`src/rtl/framing_pkg.sv`:
```
// rtl/framing_pkg.sv - byte framing protocol constants and deframer state type
package framing_pkg;
  localparam logic [7:0] DEFAULT_ESCAPE_BYTE = 8'h7F;
  localparam logic [7:0] DEFAULT_START_BYTE  = 8'h7D;
  localparam logic [7:0] DEFAULT_STOP_BYTE   = 8'h7E;

  typedef enum logic [1:0] {HUNT, DATA, ESC} deframe_state_t;
endpackage

```
`src/rtl/rx_frame_decoder.sv`:
```
// rtl/rx_frame_decoder.sv - raw byte stream to AXI-Stream payload frames with error reporting
module rx_frame_decoder
  import framing_pkg::*;
#(
  parameter logic [7:0]  ESCAPE_BYTE = DEFAULT_ESCAPE_BYTE,
  parameter logic [7:0]  START_BYTE  = DEFAULT_START_BYTE,
  parameter logic [7:0]  STOP_BYTE   = DEFAULT_STOP_BYTE,
  parameter int unsigned MAX_LEN     = 1024
) (
  input  logic        aclk,
  input  logic        areset,
  input  logic        rxbyte_tvalid,
  output logic        rxbyte_tready,
  input  logic [7:0]  rxbyte_tdata,
  output logic        rxframe_tvalid,
  input  logic        rxframe_tready,
  output logic [7:0]  rxframe_tdata,
  output logic        rxframe_tlast,
  output logic        rxframe_tuser,
  output logic [15:0] err_count,
  output logic        in_frame
);

  localparam logic [15:0] LEN_LIMIT = 16'(MAX_LEN);

  deframe_state_t state, state_n;
  logic [7:0]  hold_data, hold_data_n;
  logic        hold_full, hold_full_n;
  logic [15:0] len, len_n;
  logic        accept;
  logic        emit, emit_last, emit_user, err_inc;
  logic        do_payload, do_abort, do_stop, is_special;

  assign rxbyte_tready = !rxframe_tvalid || rxframe_tready;
  assign accept        = rxbyte_tvalid && rxbyte_tready;
  assign is_special    = (rxbyte_tdata == START_BYTE) || (rxbyte_tdata == STOP_BYTE) ||
                         (rxbyte_tdata == ESCAPE_BYTE);

  // Decode what the byte on rxbyte_tdata would do if accepted this cycle.
  always_comb begin
    state_n     = state;
    hold_data_n = hold_data;
    hold_full_n = hold_full;
    len_n       = len;
    emit        = 1'b0;
    emit_last   = 1'b0;
    emit_user   = 1'b0;
    err_inc     = 1'b0;
    do_payload  = 1'b0;
    do_abort    = 1'b0;
    do_stop     = 1'b0;

    case (state)
      HUNT: begin
        if (rxbyte_tdata == START_BYTE) begin
          state_n = DATA;
          len_n   = '0;
        end
      end
      DATA: begin
        if (rxbyte_tdata == START_BYTE) begin
          do_abort = 1'b1;
          state_n  = DATA;
          len_n    = '0;
        end else if (rxbyte_tdata == STOP_BYTE) begin
          do_stop = 1'b1;
          state_n = HUNT;
        end else if (rxbyte_tdata == ESCAPE_BYTE) begin
          state_n = ESC;
        end else begin
          do_payload = 1'b1;
        end
      end
      ESC: begin
        if (is_special) begin
          do_payload = 1'b1;
          state_n    = DATA;
        end else begin
          do_abort = 1'b1;
          state_n  = HUNT;
        end
      end
      default: state_n = HUNT;
    endcase

    // An over-length byte turns into an abort and is itself dropped.
    if (do_payload) begin
      if (len == LEN_LIMIT) begin
        do_abort = 1'b1;
        state_n  = HUNT;
      end else begin
        emit        = hold_full;
        hold_data_n = rxbyte_tdata;
        hold_full_n = 1'b1;
        len_n       = len + 16'd1;
      end
    end

    if (do_abort) begin
      emit        = hold_full;
      emit_last   = 1'b1;
      emit_user   = 1'b1;
      hold_full_n = 1'b0;
      err_inc     = 1'b1;
    end

    if (do_stop) begin
      emit        = hold_full;
      emit_last   = 1'b1;
      hold_full_n = 1'b0;
    end
  end

  always_ff @(posedge aclk) begin
    if (areset) begin
      state          <= HUNT;
      hold_data      <= '0;
      hold_full      <= 1'b0;
      len            <= '0;
      in_frame       <= 1'b0;
      err_count      <= '0;
      rxframe_tvalid <= 1'b0;
      rxframe_tdata  <= '0;
      rxframe_tlast  <= 1'b0;
      rxframe_tuser  <= 1'b0;
    end else begin
      if (accept) begin
        state     <= state_n;
        hold_data <= hold_data_n;
        hold_full <= hold_full_n;
        len       <= len_n;
        in_frame  <= (state_n != HUNT);
        if (err_inc && (err_count != 16'hFFFF)) begin
          err_count <= err_count + 16'd1;
        end
      end
      // accept implies the output slot is empty or draining this edge.
      if (accept && emit) begin
        rxframe_tvalid <= 1'b1;
        rxframe_tdata  <= hold_data;
        rxframe_tlast  <= emit_last;
        rxframe_tuser  <= emit_user;
      end else if (rxframe_tready) begin
        rxframe_tvalid <= 1'b0;
      end
    end
  end

endmodule

```
`config.mk`:
```
export PLATFORM = sky130hd
export DESIGN_NAME = rx_frame_decoder
export DESIGN_NICKNAME = d
export VERILOG_FILES = /design/src/rtl/framing_pkg.sv /design/src/rtl/rx_frame_decoder.sv
export SDC_FILE = /design/constraint.sdc
export NUM_CORES = 1
export LEC_CHECK = 0
export CORE_MARGIN = 5
export CORE_UTILIZATION = 54
export DETAILED_ROUTE_END_ITERATION = 12
export GPL_TIMING_DRIVEN = 0
export PLACE_DENSITY = 0.83
export SLEW_MARGIN = 20
export SYNTH_ARGS = -nofsm -noshare
export SYNTH_HDL_FRONTEND = slang
export SYNTH_SLANG_ARGS = --single-unit
```
`constraint.sdc`:
```
create_clock -name aclk -period 2.47 [get_ports aclk]
set_input_delay 0.494 -clock aclk [delete_from_list [all_inputs] [get_ports aclk]]
set_output_delay 0.494 -clock aclk [all_outputs]
set_load 0.1 [all_outputs]
```
# Word level (Yosys, flattened, before mapping)
# Index checks and enable logic that the tools add are counted.
[op_classes]
add_sub_neg = 2
eq_ne = 8
n_mux = 37
n_bitwise = 1
reduce_logical = 15
[ops]
columns = ["op", "n"]
rows = [
  ["$mux 16", 4],
  ["$add 16x1->16 const B", 2],
  ["$eq 8x7->1 const B", 3],
  ["$mux 1", 24],
  ["$eq 16x11->1 const B", 1],
  ["$ne 16x16->1 const B", 1],
  ["$mux 2", 6],
  ["$pmux 2 s3", 1],
  ["$reduce_and 3->1", 2],
  ["$pmux 1 s2", 2],
  ["$reduce_bool 2->1", 2],
  ["$logic_and 1x1->1", 3],
  ["$logic_or 1x1->1", 3],
  ["$ne 3x3->1 const B", 1],
  ["$reduce_bool 3->1", 1],
  ["$eq 2x1->1 const B", 1],
  ["$eq 2x2->1 const B", 1],
  ["$logic_not 2->1", 1],
  ["$reduce_and 2->1", 1],
  ["$reduce_or 2->1", 1],
  ["$logic_not 1->1", 1],
  ["$not 1->1", 1],
]
[word_totals]
ff_bits = 55
inputBits = 12
wordCells = 73

# Depth between registers and ports, before layout
# Gate-level depths: netlist of run 1.
[logic_depth]
word_depth = 11
depth_mapped = 10
ltp_nobuf = 8

# Worst setup path after synthesis of run 1
# OpenSTA, ideal clock, no wires.
[synth_timing]
path_kind = "register to register"
from = "reg rxframe_tvalid"
to = "reg rxframe_tdata[2]"
setup_ns = 0.128
t_arrival_ns = 3.010
required_ns = 2.342
slack_ns = -0.667
stages_incl_launch_ff = 9
n_path_buf = 2
synth_period_minus_slack_ns = 3.137
cell_sequence = "dfxtp_1 > nand2b_1 > nand2_1 > a31oi_1 > and2_1 > clkbuf_1 > buf_4 > mux2i_1 > nor2_1"
[synth_via]
elab_chain_cells = 4
[synth_rtl]
columns = ["item", "line", "text"]
rows = [
  ["from (decl)", "rx_frame_decoder.sv:15", "output logic rxframe_tvalid,"],
  ["from (signal assigned)", "rx_frame_decoder.sv:122", "rxframe_tvalid <= 1'b0;"],
  ["from (signal assigned)", "rx_frame_decoder.sv:139", "rxframe_tvalid <= 1'b1;"],
  ["from (signal assigned)", "rx_frame_decoder.sv:144", "rxframe_tvalid <= 1'b0;"],
  ["$logic_not 1->1", "rx_frame_decoder.sv:34", "assign rxbyte_tready = !rxframe_tvalid || rxframe_tready;"],
  ["$logic_or 1x1->1", "rx_frame_decoder.sv:34", ""],
  ["via rxbyte_tready", "rx_frame_decoder.sv:13", "output logic rxbyte_tready,"],
  ["$logic_and 1x1->1", "rx_frame_decoder.sv:35", "assign accept = rxbyte_tvalid && rxbyte_tready;"],
  ["$logic_and 1x1->1", "rx_frame_decoder.sv:138", "if (accept && emit) begin"],
  ["to (signal assigned)", "rx_frame_decoder.sv:140", "rxframe_tdata <= hold_data;"],
  ["to (decl)", "rx_frame_decoder.sv:17", "output logic [7:0] rxframe_tdata,"],
]
# The timed path passes the listed nets, and every way through them passes these cells.
# A chain may end at the register's enable or synchronous reset.

# Final worst setup path of run 1
[layout_timing]
from = "reg err_count[13]"
to = "out err_count[13]"
[layout_lines]
columns = ["item", "line", "text"]
rows = [
  ["from (decl)", "rx_frame_decoder.sv:20", "output logic [15:0] err_count,"],
  ["from (signal assigned)", "rx_frame_decoder.sv:134", "err_count <= err_count + 16'd1;"],
]
# No word-level cell between the ends.

==> results of run 1 <==
-- per-stage QoR --
| step | TNS (ps) | cells | instance area (sq um) | worst slack [ps] | total power, mW |
|---|---|---|---|---|---|
| final | 0 | 456 | 3460 | 58.4 | 1.49 |
| after global routing | 0 | 456 | 3460 | 3.28 | 1.55 |
| after CTS | -76.8 | 454 | 3400 | -22.8 | 1.49 |
| after detailed placement | -13940 | 447 | 3290 | -436 | 0.971 |
| after global placement | -11970 | 447 | 3290 | -383 | 0.969 |
| after floorplan | 0 | 339 | 2820 | 23.0 | 0.936 |
-- synth_stat cells (5+ instances only) --
library cell | n | share of area, %
o31ai_1 | 12 | 3.2
or3_1 | 6 | 1.3
nand2_1 | 29 | 3.9
nand4_1 | 8 | 1.8
o21ai_0 | 19 | 3.4
nor2_1 | 37 | 4.9
a31oi_1 | 10 | 2.2
ha_1 | 7 | 3.1
inv_1 | 11 | 1.5
dfxtp_1 | 55 | 39
clkbuf_1 | 10 | 1.3
nor3_1 | 9 | 1.6
mux2i_1 | 17 | 6.1
or4_1 | 8 | 2.1
a21oi_1 | 22 | 3.9
and3_1 | 5 | 1.1
nand3_1 | 15 | 2.7
-- repair_timing --
action	in CTS	in global routing
pin swaps	0	1
buffers inserted	0	2
gates resized for setup	8	18
setup endpoints to repair	22	42
-- final timing paths --
| check | startpoint | to | slack [ps] | cells after the start |
|---|---|---|---|---|
| worst max register to register | state[1] | err_count[10] | 170 | 9 |
| worst min-delay path | in_frame | in_frame | 470 | 2 |
| worst max-delay path | err_count[13] | err_count[13] | 60 | 1 |
| worst min register to register | in_frame | in_frame | 470 | 2 |
-- report_power, final --
group          internal (mW)  total, mW  switching [mW]  leakage [nW]
Combinational         0.0215     0.0666          0.0451         0.783
Sequential             0.886      0.886      0.00000111         0.449
Clock                  0.256      0.537           0.280        0.0515
-- layer usage --
metal	up-vias	routed length [microns]	part of all wire [%]	track usage (%)
met5	-	0	0	0
met4	0	100	1.4	7.31
met3	12	400	5.7	3.69
met2	98	3390	49	38.0
met1	1326	3080	44	25.8
li1	1345	-	-	-
-- cell families after synthesis --
kind of cell / after synthesis / synth area share, %
and+or+nand+nor: 146 / 27.5
AOI/OAI and AO/OA: 84 / 18.9
DFF: 55 / 39.2
buffers and inverters: 27 / 4.19
muxes: 18 / 6.46
adders and majority gates: 7 / 3.12
xor gates and xnor gates: 2 / 0.624
-- cell usage in the layout, fill, tap and decap left out, types with 2 or more instances in the layout --
cell / count
nand4_1: 8
a211oi_1: 4
or4_1: 8
dfxtp_1: 43
clkdlybuf4s50_1: 28
and3_1: 5
a21oi_1: 21
a22oi_1: 3
dfxtp_2: 12
nor2_1: 37
nor2b_1: 2
mux2i_1: 17
nand3_1: 15
nor4_1: 3
dlymetal6s2s_1: 6
clkbuf_1: 9
o211ai_1: 4
buf_4: 3
a31oi_1: 10
or2_2: 2
o21ai_0: 19
dlygate4sd2_1: 3
nor3_1: 8
nand2b_1: 2
ha_1: 6
clkbuf_8: 7
nand2_1: 28
and2_1: 3
o211a_1: 2
clkbuf_2: 2
nand4b_1: 2
o31ai_1: 12
and4_1: 3
inv_1: 11
or3_1: 6
buf_2: 4
-- worst min-delay path: stages, from the launching register on --
cell	delay, ps
dfxtp_1	330
nand2_1	60
a21oi_1	50
-- final cells by class --
cell class | count | area (sq um) | share of cell area, %
Clock buffer | 8 | 100 | 2.89
Buffer | 15 | 73.8 | 2.13
Tap cell | 70 | 87.6 | 2.53
Timing Repair Buffer | 40 | 402 | 11.6
Sequential cell | 55 | 1120 | 32.3
Inverter | 11 | 41.3 | 1.19
Multi-Input combinational cell | 257 | 1640 | 47.4
-- state kept, by name, indices dropped and copies added (netlist names) --
| signal | flops |
|---|---|
| len | 16 |
| hold_data | 8 |
| err_count | 16 |
| in_frame | 1 |
| hold_full | 1 |
| state | 2 |
| rxframe_tlast | 1 |
| rxframe_tdata | 8 |
| rxframe_tuser | 1 |
| rxframe_tvalid | 1 |
==> run metrics, run 1 <==
core utilization of the finished layout 68.2%; max-slew headroom at the worst pin 34.0%; result of the run finished clean; number of nets in the final layout 404; # clock sinks 55; all-layer global routing usage 21.4%; mean cell area of the mapped netlist 8.28 sq um; vias in the first global route 2527; Max H-tree Level 2; synthesis warning total 0; Die X 82.1 microns; vertical extent of the die 82.1 microns; FILL cells 445; RSZ-0062 raised after global routing false; Worst-Margin Slew 987 ps; final number of max-transition violations 0; initial antenna violation count 0; delay of the slowest critical-path stage 1170 ps; post-synthesis instance area 2810 sq um; data required time of the critical path 1980 ps; effective utilization at floorplan 55.3%; dominant delay contributor by cell family on the critical path buffers and inverters; clock slew at reported path FFs 100 ps; Clock Root Buffer clkbuf_8; Leak Pwr 1.28 nW; CP bufs+invs 1; antenna cells 0; Final Hold Violating Endpoints 0; share of post-route cells with drive strength above 1 12.4%; launching element type of the critical path register; GRT Residual Overflow 0; worst-path cell with the longest stage delay clkdlybuf4s50_1; die area 6740 sq um; last weighted congestion value of the routability-driven placer 0.929; row cnt 26; count of endpoints failing setup in the final report 0; FMAX 0.415 GHz; CORE AREA 5070 sq um; post-synthesis async set-or-reset flop share 0%; number of distinct library cell variants in the gate-level netlist after synthesis 49; worst setup skew after layout 8.68 ps; Primary FF master, synth dfxtp_1; power density cells 430 nW/um^2; buffers from clock root to sink, at most 2; CTS tree done; clk_lat worst skew 310 ps; number of buffers inserted for hold repair after clock tree synthesis 0; number of input and output port buffers inserted 38; final clock period utilization by the worst path 97.6%; pin count of the biggest net entering global routing 16; worst-case vdd ir drop 0.260 mV; synthesized instance count 339; number of nets with antenna violations after routing 0; list of cells traversed by the critical path clkdlybuf4s50_1; minimum period implied by the final worst setup slack 2410 ps; #FFs+latches synth 55; capturing element type of the critical path output pin; total wirelength of the detailed-routed design 6.97 mm; placed wire-length estimate after detailed placement 4.96 mm; hold slack 474 ps; residual DRC count 0; Setup Crit Path Kind register to output pin; Hold Crit Class register to register; sequential fraction of the synthesis area 39.2%; data arrival time of the critical path 1920 ps; WL/cell 15.3 microns; largest fanout on the critical path 6; wire length of the first global-routing pass 11.3 mm; count of maximum capacitance violations 0; Via Count 2781; number of buffers created by CTS 5; length of the first detailed-routing pass in iterations 4; ports placed on the boundary 41; number of nets produced by synthesis 358; vias per inst 6.10; Area growth syn-to-layout 23.2%; DR iter-0 viols 170; number of enable flip-flop cells after synthesis 0
Note: power is estimated with default switching activity, not from simulation.
==> inputs of run 2 (changes only) <==
==> constraint.sdc (replaced) <==
create_clock -name aclk -period 2.47 [get_ports aclk]
set_input_delay 0.494 -clock aclk [delete_from_list [all_inputs] [get_ports aclk]]
set_output_delay 0.494 -clock aclk [all_outputs]
set_load 0.05 [all_outputs]
==> run metrics, run 2 (synthesis gave the netlist of run 1 again) <==
worst reg2reg path endpoint err_count[13]; number of nets with antenna violations after routing 0; final number of max-transition violations 0; cell with the most instances on the worst path inv_1; pin count of the biggest net entering global routing 17; # clock sinks 55; delay of the slowest critical-path stage 540 ps; total design power 1.44 mW; row cnt 26; Die X 82.1 microns; share of post-route cells with drive strength above 1 9.82%; number of buffers inserted for hold repair after clock tree synthesis 0; Setup Crit Path Kind register to register; leading registers by flop count err_count: 16 flops, len: 16 flops; design internal power 1.10 mW; CTS tree done; power density cells 417 nW/um^2; WL/cell 14.5 microns; Hold Crit Class register to register; number of cells in the finished layout apart from fillers 457; CP bufs+invs 3; list of cells traversed by the critical path inv_1, ha_2, inv_1, or4_4, nand3_2, o21ai_2, buf_6, or4_1, a21oi_1; die area 6740 sq um; count of endpoints failing setup in the final report 0; total wirelength of the detailed-routed design 6.65 mm; FMAX 0.420 GHz; Max H-tree Level 2; clock slew at reported path FFs 90 ps; result of the run finished clean; most common cell after layout, fill and taps aside dfxtp_1; launching element type of the critical path register; timing startpoint of the critical path state[1]; capturing element type of the critical path register; all-layer global routing usage 20.8%; commonest cells after routing, fill and taps aside dfxtp_1, nor2_1, clkdlybuf4s50_1, nand2_1, a21oi_1; count of maximum capacitance violations 0; cell area reported after detailed placement 3280 sq um; Leak Pwr 1.25 nW; antenna cells 0; clk_lat worst skew 310 ps; placed cell count 447; Clock Root Buffer clkbuf_8; Area growth syn-to-layout 22.5%; residual DRC count 0; reg-to-reg critical path startpoint state[1]; ports placed on the boundary 41; multi-input logic area 1630 sq um; vias per inst 5.92; vertical extent of the die 82.1 microns; number of input and output port buffers inserted 38; minimum period implied by the final worst setup slack 2380 ps; worst-case vdd ir drop 0.355 mV; number of nets in the final layout 405; Clock power frac 33.6%; worst hold path stage count 2; effective utilization at floorplan 55.3%; initial antenna violation count 0; dominant delay contributor by cell family on the critical path simple AND/OR/NAND/NOR gates; data required time of the critical path 2710 ps; final clock period utilization by the worst path 96.3%; FILL cells 419; placed wire-length estimate after detailed placement 4.71 mm; DR iter-0 viols 164; cells on worst reg2reg path 9; worst-path cell with the longest stage delay or4_4; power dissipated by switching net loads 332 uW; length of the first detailed-routing pass in iterations 5; largest fanout on the critical path 10; CORE AREA 5070 sq um; Final Hold Violating Endpoints 0; reg2reg setup slack 90 ps; wire length of the first global-routing pass 11.0 mm; fraction of power consumed by sequential logic 61.7%; core utilization of the finished layout 67.8%; worst setup skew after layout 5.67 ps; data arrival time of the critical path 2620 ps; number of buffers created by CTS 5; finished layout cell area 3440 sq um; last weighted congestion value of the routability-driven placer 0.972; Hold Path Sink in_frame; GRT Residual Overflow 0; buffers from clock root to sink, at most 2; RSZ-0062 raised after global routing false; min-delay src in_frame; sequential cell area in the final layout 1100 sq um; fraction of power consumed by combinational cells 4.6%; vias in the first global route 2337; max-slew headroom at the worst pin 61.7%; switching share of total power 23.1%; Worst-Margin Slew 571 ps; Via Count 2706
## run 2: how the worst max path moves through the flow
stage | depth (start not counted) | slack (ps) | end
2_1_floorplan | 8 | 110 | rxframe_tdata[2]
3_3_place_gp | 8 | -360 | err_count[11]
3_5_place_dp | 8 | -400 | err_count[11]
4_1_cts | 3 | 0.2 | rxbyte_tready
5_1_grt | 9 | 8 | err_count[13]
6_report | 9 | 90 | err_count[13]
## run 2: worst register-to-register path, cell delays in order, from the launching register on
cell	delay (ps)
dfxtp_2	360
inv_1	90
ha_2	260
inv_1	60
or4_4	540
nand3_2	100
o21ai_2	80
buf_6	150
or4_1	510
a21oi_1	160
## run 2: routing by layer
layer	up-vias	part of all wire [%]	track usage (%)	wire [microns]
li1	1352	-	-	-
met1	1243	44	27.1	2960
met2	103	48	34.3	3200
met3	8	6.4	4.99	425
met4	0	1.0	5.48	68
met5	-	0	0	0
## run 2: power groups by stage
stage | clock network, mW | registers (mW) | logic (mW)
global placement | 0 | 0.907 | 0.0627
finish | 0.483 | 0.886 | 0.0667
floorplan | 0 | 0.907 | 0.0298
global route | 0.534 | 0.886 | 0.0719
detailed placement | 0 | 0.907 | 0.0633
CTS | 0.496 | 0.886 | 0.0630
## run 2: through the flow
stage / setup WS [ps] / TNS, ps / hold slack (ps)
finish: 91.0 / 0 / 472
global route: 8.41 / 0 / 518
CTS: 0.200 / 0 / 476
detailed placement: -398 / -12320 / 462
global placement: -363 / -11250 / 462
floorplan: 107 / 0 / 452
## run 2: area by class of cell
cell class / count / share of cell area (%)
repair buffers: 41 / 12.2
plain buffers: 15 / 2.15
well taps: 70 / 2.55
flip-flops and latches: 55 / 32.0
clock inverters: 3 / 0.436
inverters: 11 / 1.20
clock buffers: 5 / 2.00
multi-input cells: 257 / 47.5
## run 2: repair_timing
action / CTS / global route
pin swaps: 0 / 3
endpoints found under the setup margin: 15 / 37
setup buffers: 0 / 3
gates resized for setup: 3 / 18
==> inputs of run 3 (changes only) <==
--- a/config.mk
+++ b/config.mk
@@ -5,11 +5,11 @@
 export SDC_FILE = /design/constraint.sdc
 export NUM_CORES = 1
 export LEC_CHECK = 0
-export CORE_MARGIN = 5
-export CORE_UTILIZATION = 54
+export CORE_MARGIN = 3
+export CORE_UTILIZATION = 49
 export DETAILED_ROUTE_END_ITERATION = 12
 export GPL_TIMING_DRIVEN = 0
-export PLACE_DENSITY = 0.83
+export PLACE_DENSITY = 0.8
 export SLEW_MARGIN = 20
 export SYNTH_ARGS = -nofsm -noshare
 export SYNTH_HDL_FRONTEND = slang
==> constraint.sdc (replaced) <==
create_clock -name aclk -period 2 [get_ports aclk]
set_input_delay 0.4 -clock aclk [delete_from_list [all_inputs] [get_ports aclk]]
set_output_delay 0.4 -clock aclk [all_outputs]
set_load 0.05 [all_outputs]
==> run metrics, run 3 (synthesis gave the netlist of run 1 again) <==
length of the first detailed-routing pass in iterations 5; final clock period utilization by the worst path 110%; clock slew at reported path FFs 100 ps; capturing element type of the critical path register; Worst-Margin Slew 659 ps; number of input and output port buffers inserted 38; last weighted congestion value of the routability-driven placer 0.924; switching share of total power 23.4%; clk_lat worst skew 320 ps; pin count of the biggest net entering global routing 16; largest fanout on the critical path 6; number of buffers created by CTS 5; Max H-tree Level 2; # clock sinks 55; Clock Root Buffer clkbuf_8; buffers from clock root to sink, at most 2; design internal power 1.39 mW; reg2reg setup slack -200 ps; Via Count 3080; worst-case vdd ir drop 0.319 mV; minimum period implied by the final worst setup slack 2200 ps; max-slew headroom at the worst pin 55.7%; CTS tree done; number of nets with antenna violations after routing 0; Clock power frac 34.9%; multi-input logic area 1920 sq um; final number of max-transition violations 0; cells on worst reg2reg path 7; fraction of power consumed by combinational cells 5.1%; CORE AREA 5340 sq um; power density cells 451 nW/um^2; residual DRC count 0; worst hold path stage count 2; vias in the first global route 2827; leading registers by flop count err_count: 16 flops, len: 16 flops; number of nets in the final layout 435; finished layout cell area 4030 sq um; initial antenna violation count 0; cell area reported after detailed placement 3340 sq um; antenna cells 0; die area 6670 sq um; Hold Crit Class register to register; sequential cell area in the final layout 1130 sq um; Leak Pwr 1.59 nW; count of maximum capacitance violations 0; placed wire-length estimate after detailed placement 4.92 mm; most common cell after layout, fill and taps aside dfxtp_1; total wirelength of the detailed-routed design 8.68 mm; wire length of the first global-routing pass 13.3 mm; fraction of power consumed by sequential logic 60.0%; count of endpoints failing setup in the final report 41; Die X 81.7 microns; post-layout worst setup margin -200 ps; GRT Residual Overflow 0; Final Hold Violating Endpoints 0; all-layer global routing usage 25.7%; reg-to-reg critical path startpoint len[3]; row cnt 26; Area growth syn-to-layout 43.6%; effective utilization at floorplan 52.6%; FILL cells 369; FMAX 0.455 GHz; RSZ-0062 raised after global routing true; WL/cell 17.9 microns; number of buffers inserted for hold repair after clock tree synthesis 0; commonest cells after routing, fill and taps aside dfxtp_1, nor2_1, buf_4, clkdlybuf4s50_1, nand2_1; vertical extent of the die 81.7 microns; result of the run finished with violations; data arrival time of the critical path 2450 ps; min-delay src in_frame; launching element type of the critical path register; ports placed on the boundary 41; vias per inst 6.34; worst setup skew after layout 10.1 ps; core utilization of the finished layout 75.6%; timing startpoint of the critical path len[3]; worst reg2reg path endpoint err_count[9]; data required time of the critical path 2250 ps; power dissipated by switching net loads 426 uW; Setup Crit Path Kind register to register; violations in the final reports negative setup slack; Hold Path Sink in_frame; DR iter-0 viols 246; share of post-route cells with drive strength above 1 30.5%
==> run 3: worst max-delay path by stage <==
stage          slack, ps             to  depth (start not counted)
2_1_floorplan        -80  err_count[11]                          9
3_3_place_gp        -720        len[14]                          7
3_5_place_dp        -730  err_count[11]                          8
4_1_cts              -90   err_count[9]                          9
5_1_grt             -250   err_count[9]                          9
6_report            -200   err_count[9]                          7
==> run 3: timing repair <==
item / in CTS / in global routing
setup buffers: 23 / 8
cloned: 3 / 1
gates resized for setup: 58 / 56
hold endpoints to repair: 0 / 0
setup endpoints to repair: 56 / 56
pin swaps: 15 / 28
==> run 3: per-layer routing <==
metal | GRT usage [%] | vias to the layer above | routed length (microns)
met5 | 0 | - | 0
met4 | 9.80 | 0 | 295
met3 | 4.39 | 33 | 713
met2 | 44.1 | 191 | 4140
met1 | 32.1 | 1450 | 3530
li1 | - | 1406 | -
==> run 3: power by group through the flow <==
stage / Sequential (mW) / Combinational, mW / Clock (mW)
finish: 1.09 / 0.0929 / 0.636
global route: 1.09 / 0.0992 / 0.677
CTS: 1.09 / 0.0814 / 0.640
detailed placement: 1.12 / 0.0806 / 0
global placement: 1.12 / 0.0799 / 0
floorplan: 1.12 / 0.0394 / 0
==> run 3: cell type report <==
type | instances | area share [%]
Tap cell | 70 | 2.17
Clock buffer | 6 | 2.05
Clock inverter | 1 | 0.124
Timing Repair Buffer | 72 | 16.4
Buffer | 13 | 2.48
Sequential cell | 55 | 28.0
Multi-Input combinational cell | 258 | 47.6
Inverter | 11 | 1.15
==> run 3: stage by stage <==
stage | worst slack [ps] | hold WS [ps] | std cells | TNS, ps | power (mW)
after detailed placement | -728 | 450 | 447 | -32070 | 1.20
after floorplan | -83.7 | 452 | 339 | -532 | 1.16
after global routing | -246 | 464 | 486 | -6480 | 1.87
final | -200 | 469 | 486 | -2540 | 1.82
after global placement | -718 | 459 | 447 | -31290 | 1.20
after CTS | -90.4 | 451 | 478 | -560 | 1.81
==> run 3: worst max-delay path, stage by stage (launching register included) <==
cell and delay [ps]:
dfxtp_1 380, nor4_2 350, nand4_1 310, a21oi_2 210
o21ai_2 100, buf_6 150, or4_1 490, a21oi_1 160
